File: src/rtl/stopwatch_pkg.sv
// -----------------------------------------------------------------------------
// stopwatch_pkg
// Shared definitions for the stopwatch serial blocks: ASCII constants used in
// reports, the report length, field limits, the reporter FSM state type, a
// time-snapshot struct and a two-digit ASCII conversion helper.
// -----------------------------------------------------------------------------
package stopwatch_pkg;

  // Report framing characters
  localparam logic [7:0] ASCII_COLON = 8'h3A;
  localparam logic [7:0] ASCII_DOT   = 8'h2E;
  localparam logic [7:0] ASCII_CR    = 8'h0D;
  localparam logic [7:0] ASCII_LF    = 8'h0A;
  localparam logic [7:0] ASCII_ZERO  = 8'h30;

  // "HH:MM:SS.CC" + CR + LF
  localparam int MSG_LEN = 13;

  // Largest legal value of each time field
  localparam logic [6:0] CSEC_MAX = 7'd99;
  localparam logic [5:0] SEC_MAX  = 6'd59;
  localparam logic [5:0] MIN_MAX  = 6'd59;
  localparam logic [4:0] HOUR_MAX = 5'd23;

  typedef enum logic [1:0] {
    IDLE,  // waiting for a trigger
    LOAD,  // select the next byte and start its frame
    SEND,  // frame in flight
    DONE   // message complete, one-cycle completion pulse
  } state_t;

  typedef struct packed {
    logic [4:0] hour;
    logic [5:0] min;
    logic [5:0] sec;
    logic [6:0] csec;
  } time_t;

  // Two ASCII digits {tens, ones} for a value already limited to 0..99.
  function automatic logic [15:0] to_ascii2(input logic [6:0] v);
    logic [6:0] tens;
    logic [6:0] ones;
    tens = v / 7'd10;
    ones = v % 7'd10;
    return {ASCII_ZERO + {1'b0, tens}, ASCII_ZERO + {1'b0, ones}};
  endfunction

endpackage

File: src/rtl/uart_tx.sv
// -----------------------------------------------------------------------------
// uart_tx
// 8N1 UART transmitter. A start strobe while idle captures a byte and sends
// start bit, 8 data bits LSB first, stop bit, each CLKS_PER_BIT clocks long.
// done is high during the final clock of the stop bit, so a caller that
// restarts on done inserts exactly one idle clock between frames.
//   clk    - system clock
//   reset  - asynchronous active-low reset (line forced idle high)
//   data   - byte to send, sampled with start
//   start  - start strobe, ignored while a frame is in flight
//   tx     - serial line, idle high
//   done   - last clock of the stop bit
// -----------------------------------------------------------------------------
module uart_tx #(
  parameter int CLKS_PER_BIT = 10
) (
  input  logic       clk,
  input  logic       reset,
  input  logic [7:0] data,
  input  logic       start,
  output logic       tx,
  output logic       done
);

  localparam int                CNT_W    = (CLKS_PER_BIT > 1) ? $clog2(CLKS_PER_BIT) : 1;
  localparam logic [CNT_W-1:0]  CNT_LAST = CNT_W'(CLKS_PER_BIT - 1);

  logic             active;
  logic [CNT_W-1:0] cnt;       // clocks spent in the current bit
  logic [3:0]       bit_idx;   // 0 = start, 1..8 = data, 9 = stop
  logic [9:0]       frame;     // bit 0 is the bit currently on the line

  // NOTE: sequential state uses non-blocking assignments so every register
  // samples pre-edge values regardless of statement order.
  always_ff @(posedge clk or negedge reset) begin
    if (!reset) begin
      tx      <= 1'b1;
      active  <= 1'b0;
      cnt     <= '0;
      bit_idx <= '0;
      frame   <= '1;
    end else if (!active) begin
      if (start) begin
        frame   <= {1'b1, data, 1'b0};
        tx      <= 1'b0;
        active  <= 1'b1;
        cnt     <= '0;
        bit_idx <= '0;
      end
    end else if (cnt == CNT_LAST) begin
      cnt <= '0;
      if (bit_idx == 4'd9) begin
        active <= 1'b0;
        tx     <= 1'b1;
      end else begin
        bit_idx <= bit_idx + 4'd1;
        frame   <= {1'b1, frame[9:1]};
        tx      <= frame[1];
      end
    end else begin
      cnt <= cnt + 1'b1;
    end
  end

  assign done = active && (bit_idx == 4'd9) && (cnt == CNT_LAST);

endmodule

File: src/rtl/time_uart_reporter.sv
// -----------------------------------------------------------------------------
// time_uart_reporter
// Sends the current stopwatch time as the 13-byte ASCII report
// "HH:MM:SS.CC\r\n" over an 8N1 UART, on request or automatically on every
// change of the seconds field.
//   clk          - system clock
//   reset        - asynchronous active-low reset, aborts any message
//   i_msec       - centiseconds 0..99 (larger values saturate to 99)
//   i_sec, i_min - seconds / minutes 0..59 (saturate to 59)
//   i_hour       - hours 0..23 (saturate to 23)
//   i_req        - one-cycle send request; one request is queued while busy
//   i_auto       - level; report on each change of i_sec (dropped while busy)
//   o_tx         - UART serial line, idle high
//   o_busy       - message in progress
//   o_done       - one-cycle pulse at message completion
// -----------------------------------------------------------------------------
module time_uart_reporter
  import stopwatch_pkg::*;
#(
  parameter int CLK_HZ = 100_000_000,
  parameter int BAUD   = 9600
) (
  input  logic       clk,
  input  logic       reset,
  input  logic [6:0] i_msec,
  input  logic [5:0] i_sec,
  input  logic [5:0] i_min,
  input  logic [4:0] i_hour,
  input  logic       i_req,
  input  logic       i_auto,
  output logic       o_tx,
  output logic       o_busy,
  output logic       o_done
);

  localparam int         CLKS_PER_BIT = CLK_HZ / BAUD;
  localparam logic [3:0] LAST_IDX     = 4'(MSG_LEN - 1);

  state_t     state;
  time_t      snap;
  time_t      live;
  logic [3:0] byte_idx;
  logic       pending;
  logic [5:0] prev_sec;
  logic       prev_valid;   // blocks a spurious auto trigger right after reset
  logic       auto_trig;
  logic       trigger;
  logic       tx_start;
  logic       tx_done;
  logic [7:0] tx_byte;
  logic [15:0] hh, mm, ss, cc;

  // Saturate the live inputs so the snapshot always holds printable values
  assign live.csec = (i_msec > CSEC_MAX) ? CSEC_MAX : i_msec;
  assign live.sec  = (i_sec  > SEC_MAX)  ? SEC_MAX  : i_sec;
  assign live.min  = (i_min  > MIN_MAX)  ? MIN_MAX  : i_min;
  assign live.hour = (i_hour > HOUR_MAX) ? HOUR_MAX : i_hour;

  assign auto_trig = i_auto && prev_valid && (i_sec != prev_sec);
  assign trigger   = i_req || auto_trig;
  assign tx_start  = (state == LOAD);

  always_ff @(posedge clk or negedge reset) begin
    if (!reset) begin
      prev_sec   <= '0;
      prev_valid <= 1'b0;
    end else begin
      prev_sec   <= i_sec;
      prev_valid <= 1'b1;
    end
  end

  assign hh = to_ascii2({2'b00, snap.hour});
  assign mm = to_ascii2({1'b0, snap.min});
  assign ss = to_ascii2({1'b0, snap.sec});
  assign cc = to_ascii2(snap.csec);

  // NOTE: the default assignment before the case keeps this block purely
  // combinational; without it unlisted indices would infer a latch.
  always_comb begin
    tx_byte = ASCII_LF;
    case (byte_idx)
      4'd0:    tx_byte = hh[15:8];
      4'd1:    tx_byte = hh[7:0];
      4'd2:    tx_byte = ASCII_COLON;
      4'd3:    tx_byte = mm[15:8];
      4'd4:    tx_byte = mm[7:0];
      4'd5:    tx_byte = ASCII_COLON;
      4'd6:    tx_byte = ss[15:8];
      4'd7:    tx_byte = ss[7:0];
      4'd8:    tx_byte = ASCII_DOT;
      4'd9:    tx_byte = cc[15:8];
      4'd10:   tx_byte = cc[7:0];
      4'd11:   tx_byte = ASCII_CR;
      default: tx_byte = ASCII_LF;
    endcase
  end

  always_ff @(posedge clk or negedge reset) begin
    if (!reset) begin
      state    <= IDLE;
      snap     <= '0;
      byte_idx <= '0;
      pending  <= 1'b0;
      o_busy   <= 1'b0;
      o_done   <= 1'b0;
    end else begin
      o_done <= 1'b0;
      case (state)
        IDLE: begin
          if (trigger) begin
            snap     <= live;
            byte_idx <= '0;
            o_busy   <= 1'b1;
            state    <= LOAD;
          end
        end
        LOAD: begin
          if (i_req) pending <= 1'b1;
          state <= SEND;
        end
        SEND: begin
          if (i_req) pending <= 1'b1;
          if (tx_done) begin
            if (byte_idx == LAST_IDX) begin
              o_busy <= 1'b0;
              o_done <= 1'b1;
              state  <= DONE;
            end else begin
              byte_idx <= byte_idx + 4'd1;
              state    <= LOAD;
            end
          end
        end
        DONE: begin
          // A queued request restarts immediately with a fresh snapshot;
          // auto triggers seen during the message are not remembered.
          if (pending || i_req) begin
            snap     <= live;
            byte_idx <= '0;
            pending  <= 1'b0;
            o_busy   <= 1'b1;
            state    <= LOAD;
          end else begin
            state <= IDLE;
          end
        end
        default: state <= IDLE;
      endcase
    end
  end

  uart_tx #(
    .CLKS_PER_BIT(CLKS_PER_BIT)
  ) u_uart_tx (
    .clk   (clk),
    .reset (reset),
    .data  (tx_byte),
    .start (tx_start),
    .tx    (o_tx),
    .done  (tx_done)
  );

endmodule
File: config.mk
export PLATFORM = sky130hd
export DESIGN_NAME = time_uart_reporter
export DESIGN_NICKNAME = d
export VERILOG_FILES = /design/src/rtl/stopwatch_pkg.sv /design/src/rtl/uart_tx.sv /design/src/rtl/time_uart_reporter.sv
export SDC_FILE = /design/constraint.sdc
export NUM_CORES = 1
export LEC_CHECK = 0
export ABC_AREA = 1
export CORE_UTILIZATION = 55
export DETAILED_ROUTE_END_ITERATION = 10
export DONT_BUFFER_PORTS = 1
export HOLD_SLACK_MARGIN = 0.05
export PLACE_DENSITY = 0.7
export SETUP_SLACK_MARGIN = 0.15
export SLEW_MARGIN = 40
export SYNTH_ARGS = -nofsm -noshare
export SYNTH_HDL_FRONTEND = slang
export SYNTH_SLANG_ARGS = --single-unit
File: constraint.sdc
create_clock -name clk -period 3.3 [get_ports clk]
set_input_delay 0.33 -clock clk [delete_from_list [all_inputs] [get_ports clk]]
set_output_delay 0.33 -clock clk [all_outputs]
set_load 0.005 [all_outputs]
==> flow_metrics.env <==
export IMPL_fillers=807
export IMPL_drc=0
export IMPL_rows=34
export IMPL_leakage_nw=2.57
export IMPL_ios=31
export IMPL_synth_top_cells_by_count="143 x nand2_1, 101 x inv_1, 64 x nor2_1, 59 x dfrtp_1, 56 x nand3_1"
export IMPL_synth_flop_cell="dfrtp_1"
export IMPL_synth_ff_latch_count=68
export IMPL_timing_critical_path_arrival_ns=3.14
export IMPL_synth_top_area_share_pct=30.2
export IMPL_finalSetupViolations=0
export IMPL_drt_iter0_markers=208
export IMPL_fin_crit_sh_pct=86.9
export IMPL_required_ns=3.57
export IMPL_dr_pass1_iters=5
export IMPL_wire_per_inst_um=13.2
export IMPL_syn_area_per_cell_um2=7.10
export IMPL_cts_root_buf="clkbuf_8"
export IMPL_core_area_um2=8680
export IMPL_endpoint="u_uart_tx.frame[7]$_DFFE_PN1P_"
export IMPL_synth_edff_count=0
export IMPL_grt_pass1_wl_mm=18.3
export IMPL_dp_hpwl_mm=8.01
export IMPL_portBuffers=0
export IMPL_synth_fp_nets=738
export IMPL_overflow=0
export IMPL_cts_tree="yes"
export IMPL_ir_worst_vdd_mv=0.236
export IMPL_grt_pass1_vias=4201
export IMPL_worst_slew_pin_slew_ns=0.624
export IMPL_post_cts_buffers=0
export IMPL_synth_most_common_cell="nand2_1"
export IMPL_rsz0062_at_grt="false"
export IMPL_cp_start_kind="flip-flop"
export IMPL_die_area_um2=9260
export IMPL_setup_tns_ns=0
export IMPL_yosysWarningCount=0
export IMPL_reg2reg_to="u_uart_tx.frame[7]$_DFFE_PN1P_"
export IMPL_cp_max_fo=6
export IMPL_synth_area_leaders="dfrtp_1 30%, nand2_1 11%, inv_1 7.8%"
export IMPL_crit_type="flip-flop to flip-flop"
export IMPL_antenna_left=0
export IMPL_finalHoldViolations=0
export IMPL_clock_sinks=68
export IMPL_power_density_nw_per_um2=387
export IMPL_drive_gt1_share_pct=10.5
export IMPL_grt_usage_pct=25.5
export IMPL_fp_dieH_um=96.3
export IMPL_cts_buffer_depth=2
export IMPL_power_total_mw=2.05
export IMPL_n_antenna_cell=0
export IMPL_grt_max_degree=69
export IMPL_ys_types=46
export IMPL_yosysSeqAreaShare_pct=35.1
export IMPL_viasPerCell=5.48
export IMPL_maxCapViolCount=0
export IMPL_skew_ns=0.0129
export IMPL_slew_headroom_pct=58.0
export IMPL_routed_wl_mm=10.7
export IMPL_htree_num_levels=3
export IMPL_antenna_found_initial=0
export IMPL_status="completed"
export IMPL_die_w_um=96.3
export IMPL_startpoint="snap[17]$_DFFE_PN0P_"
export IMPL_clkLatencyLatePin_ns=0.34
export IMPL_dr_total_vias=4456
export IMPL_yosysTopAreaCell="dfrtp_1"
export IMPL_synthArstFlopShare_pct=100
export IMPL_nets=750
export IMPL_hold_path_class="primary input to flip-flop"
export IMPL_max_freq_mhz=349
export IMPL_synth_area_um2=4890
export IMPL_start_util_pct=56.3
export IMPL_worstRegToRegCells=22
export IMPL_cp_end_kind="flip-flop"
export IMPL_cts_buffers=9
export IMPL_drv_slew=0
export IMPL_r2r_slack_ns=0.43
export IMPL_place_gp_congestion=0.893
export IMPL_r2r_start="snap[17]$_DFFE_PN0P_"
export IMPL_fin_crit_ns=2.87
export IMPL_area_growth_pct=8.45
export IMPL_syn_inst=688
export IMPL_holdCritStartpoint="i_sec[4]"
export IMPL_clkSlewWorstSetupHoldPaths_ns=0.08
export IMPL_holdWs_ns=0.109
-- cell usage in the layout (no fill, tap or decap), types with 2 or more instances in the layout --
cell,instances
clkinv_1,2
o21ai_1,2
nor4_1,5
nand4_1,18
nor2_2,5
dlygate4sd3_1,7
ha_1,22
o22ai_1,8
nor3_1,9
a31oi_1,6
dfrtp_1,59
a22oi_1,2
inv_2,7
xor2_1,10
buf_4,2
nand2_1,143
nand2_4,3
a21oi_1,34
o32ai_1,3
dfstp_2,9
a21oi_2,2
o21ai_0,54
nand2_2,15
clkbuf_8,11
clkbuf_1,3
nand3_1,56
nand3b_1,5
a221oi_1,2
a211oi_1,2
or2_2,3
nor2_4,4
inv_1,100
nor2_1,63
o21a_1,3
o211ai_1,3
nand3_2,6
a21boi_1,2
o21ai_4,2
-- worst min-delay path by stage --
stage / endpoint / slack [ns] / cells past startpoint
after global placement: u_uart_tx.bit_idx[2]$_DFFE_PN0P_ / 0.04 / 0
after CTS: snap[11]$_DFFE_PN0P_ / 0.1 / 2
final: snap[11]$_DFFE_PN0P_ / 0.11 / 2
after floorplan: byte_idx[0]$_DFFE_PN0P_ / 0.03 / 0
after global routing: snap[11]$_DFFE_PN0P_ / 0.09 / 2
after detailed placement: u_uart_tx.bit_idx[0]$_DFFE_PN0P_ / 0.04 / 0
-- power by group --
group	total [mW]	switching, mW	internal [mW]	leakage [nW]
Clock	0.698	0.307	0.391	0.101
Combinational	0.466	0.309	0.158	1.65
Sequential	0.886	0.0261	0.859	0.819
-- cell type report --
type | count | area [µm²] | share of cell area, %
clock buffers | 14 | 163 | 3.07
clock inverters | 2 | 35.0 | 0.661
inverters | 109 | 409 | 7.72
multi-input cells | 502 | 2730 | 51.5
flip-flops and latches | 68 | 1710 | 32.3
well taps | 108 | 135 | 2.55
repair buffers | 10 | 113 | 2.13
-- state kept, by name (all words and copies together) (netlist names), 2 cells and up --
register,count
u_uart_tx.cnt,14
u_uart_tx.bit_idx,4
u_uart_tx.frame,8
snap,24
byte_idx,4
state,2
prev_sec,6
-- metrics by stage --
step	worst slack, ns	cell area [µm²]	utilization, %	instances
final	0.431	5300	61.1	813
after global routing	0.174	5300	61.1	813
after CTS	0.444	5300	61.0	813
after detailed placement	0.469	5000	57.6	789
after global placement	0.631	5000	57.6	789
after floorplan	0.764	4890	-	688
-- kinds of logic (layout without fill, tap and decap cells) --
family                   count (synthesis)  after routing  share of synthesized area, %
AO/OA/AOI/OAI                          130            130                          15.6
XOR/XNOR                                10             10                          1.79
adder cells (fa/ha/maj)                 22             22                          5.63
buffers and inverters                  118            135                          9.09
flip-flops                              68             68                          35.1
other                                    1              1                        0.0768
AND/OR/NAND/NOR                        339            339                          32.7
-- per-layer routing --
metal | part of all wire, % | track usage [%] | vias up
met2 | 48 | 42.1 | 88
met3 | 3.8 | 5.06 | 17
li1 | - | - | 2289
met4 | 1.3 | 8.08 | 0
met1 | 47 | 33.5 | 2062
met5 | 0 | 0 | -
-- worst max-delay path: stages (launching register included) --
cell	delay, ns
dfrtp_1	0.43
inv_1	0.14
ha_1	0.23
nor2_2	0.13
nand2_4	0.08
nand2_4	0.11
clkinv_1	0.10
nand3_2	0.15
nand3_4	0.13
nand2_1	0.10
nand2_2	0.09
ha_1	0.20
inv_1	0.07
nand3_2	0.10
nand3_2	0.09
nor2_4	0.05
nor2_4	0.10
nand2_2	0.07
nand2_2	0.09
nor2_1	0.06
nand2_1	0.07
nand3_1	0.07
a21boi_1	0.14
-- timing repair --
item	in CTS	in global routing
resized for setup	0	1
hold buffers	8	0
endpoints found under the setup margin	0	1
endpoints found under the hold margin	74	0
Note: power is estimated with default switching activity, not from simulation.
==> patch 1 (same settings) <==
Change the parameter `BAUD` from 9600 to 4800.
--- a/src/rtl/time_uart_reporter.sv
+++ b/src/rtl/time_uart_reporter.sv
@@ -18,7 +18,7 @@
   import stopwatch_pkg::*;
 #(
   parameter int CLK_HZ = 100_000_000,
-  parameter int BAUD   = 9600
+  parameter int BAUD   = 4800
 ) (
   input  logic       clk,
   input  logic       reset,
Function: no difference found for any inputs over 10 cycles, from zero or initial values and one cycle with reset low; that may be too few to reach the edited logic, so the function may still have changed.
==> patch 1 against the unedited design <==
Synthesized area is 1.0% higher. Routed wire length increased by 2.3%. Sequential cell count grew 1. Design area rose by 2.2%. Core utilization grew 1.0 points. Critical path depth fell by 2. First-iteration DRC count grew 19%. Global-route usage decreased by 0.89 points. Worst hold slack lost 17 ps. Worst setup slack worse by 35 ps. Non-clock buffer count is 4 higher. Critical endpoint unchanged. Largest cell class unchanged. Highest routed layer unchanged.
Power is not compared: it rests on default switching activity, and its combinational part moved more than twofold at a synthesized area within 25%.
==> patch 1: results (changes against the unedited design) <==
| Metric | Value |
|---|---|
| Synth Area in Adders | 6.082% (+0.45 points) |
| Routed WL | 10,980 um (+2.3%) |
| Largest net degree at the start of global routing | 70 (+1.4%) |
| Global-route track usage on met2 | 37.49% (-4.7 points) |
| WL met1 | 5318 um (+4.7%) |
| Core area | 8721 um2 (+0.49%) |
| Fin cells | 823 (+1.2%) |
| Largest regs | snap: 24 flops, u_uart_tx.cnt: 15 flops, u_uart_tx.frame: 8 flops |
| Met1 GRT Util | 35.27% (+1.8 points) |
| Avg Inst Size Synth | 7.104 um2 (about the same) |
| Placed insts | 797 (+1.0%) |
| Met2 WL | 4968 um (-2.6%) |
| Syn Nets | 747 (+1.2%) |
| Tot GR Track Use | 24.60% (-0.89 points) |
| WL met3 | 572 um (+39%) |
| M3 GR Usage | 5.491% (+0.44 points) |
| Xor-xnor portion of the synthesized cell area | 2.838% (+1.0 points) |
| Clock skew | 8.282 ps (-4.640 ps) |
| Synth area leaders | dfrtp_1, nand2_1, inv_1, ha_1, nand3_1 |
| Top fanout value on the critical path | 5 (-1) |
| Post-route core utilization | 62.08% (+1.0 points) |
| Synth unique cells | 49 (+6.5%) |
| CP Data Arrival Time | 3190 ps (+50 ps) |
| Max-slew headroom | 46.40% (-12 points) |
| Register area share after synthesis | 35.20% (+0.14 points) |
| Nets@finish | 762 (+1.6%) |
| Top post-synthesis cells by count | nand2_1, inv_1, nor2_1 |
| Worst setup path startpoint | snap[16] |
| Cells on worst reg2reg path | 20 (-9.1%) |
| DR iter-0 viols | 248 (+19%) |
| First-pass GRT wire length | 18,920 um (+3.3%) |
| Clock Latency Late Sink | 360 ps (+20 ps) |
| Placer Congestion | 0.9314 (+4.3%) |
| Routed via count | 4,517 (+1.4%) |
| Outcome | finished clean |
| Reg2Reg Setup Slack | 400 ps (-30 ps) |
[patch 1: layout make-up]
type / count / area, um2
Multi-Input combinational cell: 490 / 2693
Fill cell: 796 / 3307
Timing Repair Buffer: 14 / 142.6
Sequential cell: 69 / 1738
Clock buffer: 11 / 151.4
Inverter: 126 / 473.0
Clock inverter: 5 / 81.33
Tap cell: 108 / 135.1
[patch 1: worst min path at each step]
stage                    from           to  slack (ps)  depth (start not counted)
floorplan               reset  byte_idx[0]          30                          0
global placement        reset      snap[6]          40                          0
detailed placement      reset      snap[6]          40                          0
CTS                 i_msec[6]      snap[6]          80                          2
global route         i_sec[5]     snap[12]          90                          2
finish              i_msec[6]      snap[6]          90                          2
[patch 1: what timing repair did]
action	4_1_cts	5_1_grt
endpoints found under the hold margin	75	0
setup buffers	0	2
hold buffers	8	0
gates resized for setup	0	4
endpoints found under the setup margin	0	6
[patch 1: cell families after synthesis]
| family | count (synthesis) |
|---|---|
| AND/OR/NAND/NOR | 314 |
| buffers and inverters | 136 |
| AO/OA/AOI/OAI | 134 |
| flip-flops | 69 |
| adder cells (fa/ha/maj) | 24 |
| XOR/XNOR | 16 |
| other | 1 |
| multiplexers | 1 |
[patch 1: critical path, stage by stage, from the launching register on]
cell	delay [ps]
dfrtp_1	410
ha_1	220
o21ai_2	140
nand2_2	110
nand2_1	90
nand3_1	120
nand2_2	140
nand3_2	130
nand2_2	120
and2_4	150
ha_1	150
inv_1	40
nand2_1	90
nand3_2	140
nand2_1	130
nor2_1	70
nor2_2	120
nand2_2	100
o21bai_2	170
nand3_2	80
a2bb2oi_2	130
[patch 1: per-stage QoR]
stage / cell area (um2) / setup slack (ps)
floorplan: 4937 / 684.2
global placement: 5057 / 395.3
detailed placement: 5057 / 344.3
CTS: 5388 / 304.7
global route: 5414 / 174.1
finish: 5414 / 396.8
==> patch 2 (same settings) <==
Made on the original files. Register the output `o_done` once more, cleared by the reset; this adds one clock of latency there. The other outputs are not delayed to match. Comments in the files are not updated.
--- a/src/rtl/time_uart_reporter.sv
+++ b/src/rtl/time_uart_reporter.sv
@@ -35,6 +35,8 @@
 
   localparam int         CLKS_PER_BIT = CLK_HZ / BAUD;
   localparam logic [3:0] LAST_IDX     = 4'(MSG_LEN - 1);
+
+  logic o_done_s0;
 
   state_t     state;
   time_t      snap;
@@ -103,9 +105,9 @@
       byte_idx <= '0;
       pending  <= 1'b0;
       o_busy   <= 1'b0;
-      o_done   <= 1'b0;
+      o_done_s0 <= 1'b0;
     end else begin
-      o_done <= 1'b0;
+      o_done_s0 <= 1'b0;
       case (state)
         IDLE: begin
           if (trigger) begin
@@ -124,7 +126,7 @@
           if (tx_done) begin
             if (byte_idx == LAST_IDX) begin
               o_busy <= 1'b0;
-              o_done <= 1'b1;
+              o_done_s0 <= 1'b1;
               state  <= DONE;
             end else begin
               byte_idx <= byte_idx + 4'd1;
@@ -161,4 +163,12 @@
     .done  (tx_done)
   );
 
+  always_ff @(posedge clk or negedge reset) begin
+    if (!reset) begin
+      o_done <= '0;
+    end else begin
+      o_done <= o_done_s0;
+    end
+  end
+
 endmodule
Formal check against the unedited RTL: no difference found for any inputs over 10 cycles, from zero or initial values and one cycle with reset low; that may be too few to reach the edited logic, so the function may still have changed.
==> patch 2 against the unedited design <==
Final cell count increased by 1.5%. Critical path depth decreased by 1. Worst setup slack improved by 32 ps. Synthesized area increased by 1.1%. Count of clock-buffer cells in the layout decreased by 3. Routed wire length increased by 0.94%. Sequential cell count increased by 1. Total power increased by 8.6%. Design area increased by 2.2%. Maximum frequency increased by 1.1%. Combinational power about the same. First-iteration DRC count increased by 44%. Via count increased by 1.7%. Largest power group unchanged.
==> patch 2: results (changes against the unedited design) <==
| Metric | Value |
|---|---|
| Top post-synthesis cells by count | nand2_1, inv_1, nor2_1 |
| First-pass GRT wire length | 18,860 um (+3.0%) |
| Layout cells sized above 1 | 10.74% (+0.24 points) |
| Placer Congestion | 0.9112 (+2.0%) |
| Tot GR Track Use | 24.32% (-1.2 points) |
| Placed insts | 801 (+1.5%) |
| Leakage power | 2.626 nW (+2.3%) |
| Synth area leaders | dfrtp_1, nand2_1, inv_1, o21ai_0, ha_1 |
| Hold slack | 106.8 ps (-2.205 ps) |
| Clock skew | 9.492 ps (-3.430 ps) |
| Nets@finish | 762 (+1.6%) |
| Detailed placement HPWL | 8019 um (+0.13%) |
| Worst path max stage delay | 400 ps (-30 ps) |
| Outcome | finished clean |
| Largest net degree at the start of global routing | 70 (+1.4%) |
| Register area share after synthesis | 35.18% (+0.12 points) |
| Int Power | 1.554 mW (+10%) |
| Via density | 5.493 (+0.23%) |
| Dpl cell area | 5066 um2 (+1.3%) |
| CP Data Arrival Time | 3120 ps (-20 ps) |
| Synth unique cells | 48 (+4.3%) |
| Hold EP | snap[18] |
| DR iter-0 viols | 299 (+44%) |
| Fin cells | 825 (+1.5%) |
| Cells on worst reg2reg path | 21 (-4.5%) |
| Max-slew headroom | 67.18% (+9.1 points) |
| Place WS | 494.3 ps (+25.74 ps) |
| Sequential power | 0.896 mW (+1%) |
| VDD IR max | 0.2474 mV (+4.8%) |
| Vias in the first global route | 4,297 (+2.3%) |
| Share of total power in sequential cells | 40.2% (-3.0 points) |
| Avg Inst Size Synth | 7.077 um2 (-0.35%) |
| Power Clock | 0.863 mW (+24%) |
| Reg2Reg Setup Slack | 460 ps (+30 ps) |
[patch 2: layout make-up]
type / instances / area (um2)
tap: 108 / 135.1
inverter: 115 / 431.7
sequential: 69 / 1738
fill: 755 / 3307
multi-input combinational: 505 / 2734
clock inverter: 5 / 106.4
timing repair buffer: 12 / 127.6
clock buffer: 11 / 141.4
[patch 2: worst max-delay path by stage]
stage	startpoint	endpoint	slack (ps)	cells past startpoint
3_5_place_dp	snap[21]	u_uart_tx.frame[7]	490	21
5_1_grt	snap[17]	u_uart_tx.frame[7]	180	21
3_3_place_gp	snap[17]	u_uart_tx.frame[7]	690	21
2_1_floorplan	snap[17]	u_uart_tx.frame[7]	810	21
4_1_cts	snap[21]	u_uart_tx.frame[7]	460	21
6_report	snap[17]	u_uart_tx.frame[7]	460	21
[patch 2: worst reg2reg max path: cells and delay by family, from the launching register on]
| family | cells | cell delay, ps |
|---|---|---|
| adder cells (fa/ha/maj) | 2 | 410 |
| flip-flops | 1 | 400 |
| AO/OA/AOI/OAI | 1 | 120 |
| buffers and inverters | 3 | 290 |
| AND/OR/NAND/NOR | 15 | 1540 |
[patch 2: logic make-up (layout without fill, tap and decap cells)]
group           count (synthesis)  in the layout  synth area share, %
xor+xnor                       10             10                1.773
compound gates                132            132                15.50
buf+inv                       124            143                9.524
simple gates                  340            340                32.37
other cells                     1              1              0.07591
flops                          69             69                35.18
fa+ha+maj                      22             22                5.572
[patch 2: timing repair]
action                                  CTS  global route
endpoints found under the setup margin    0             2
hold buffers                              8             0
hold endpoints to repair                 75             0
resized for setup                         0             1
[patch 2: per-layer routing]
layer	track usage, %	routed length [um]
met5	0	0
met2	39.76	5036
met3	4.408	403
met4	7.003	106
met1	33.07	5283
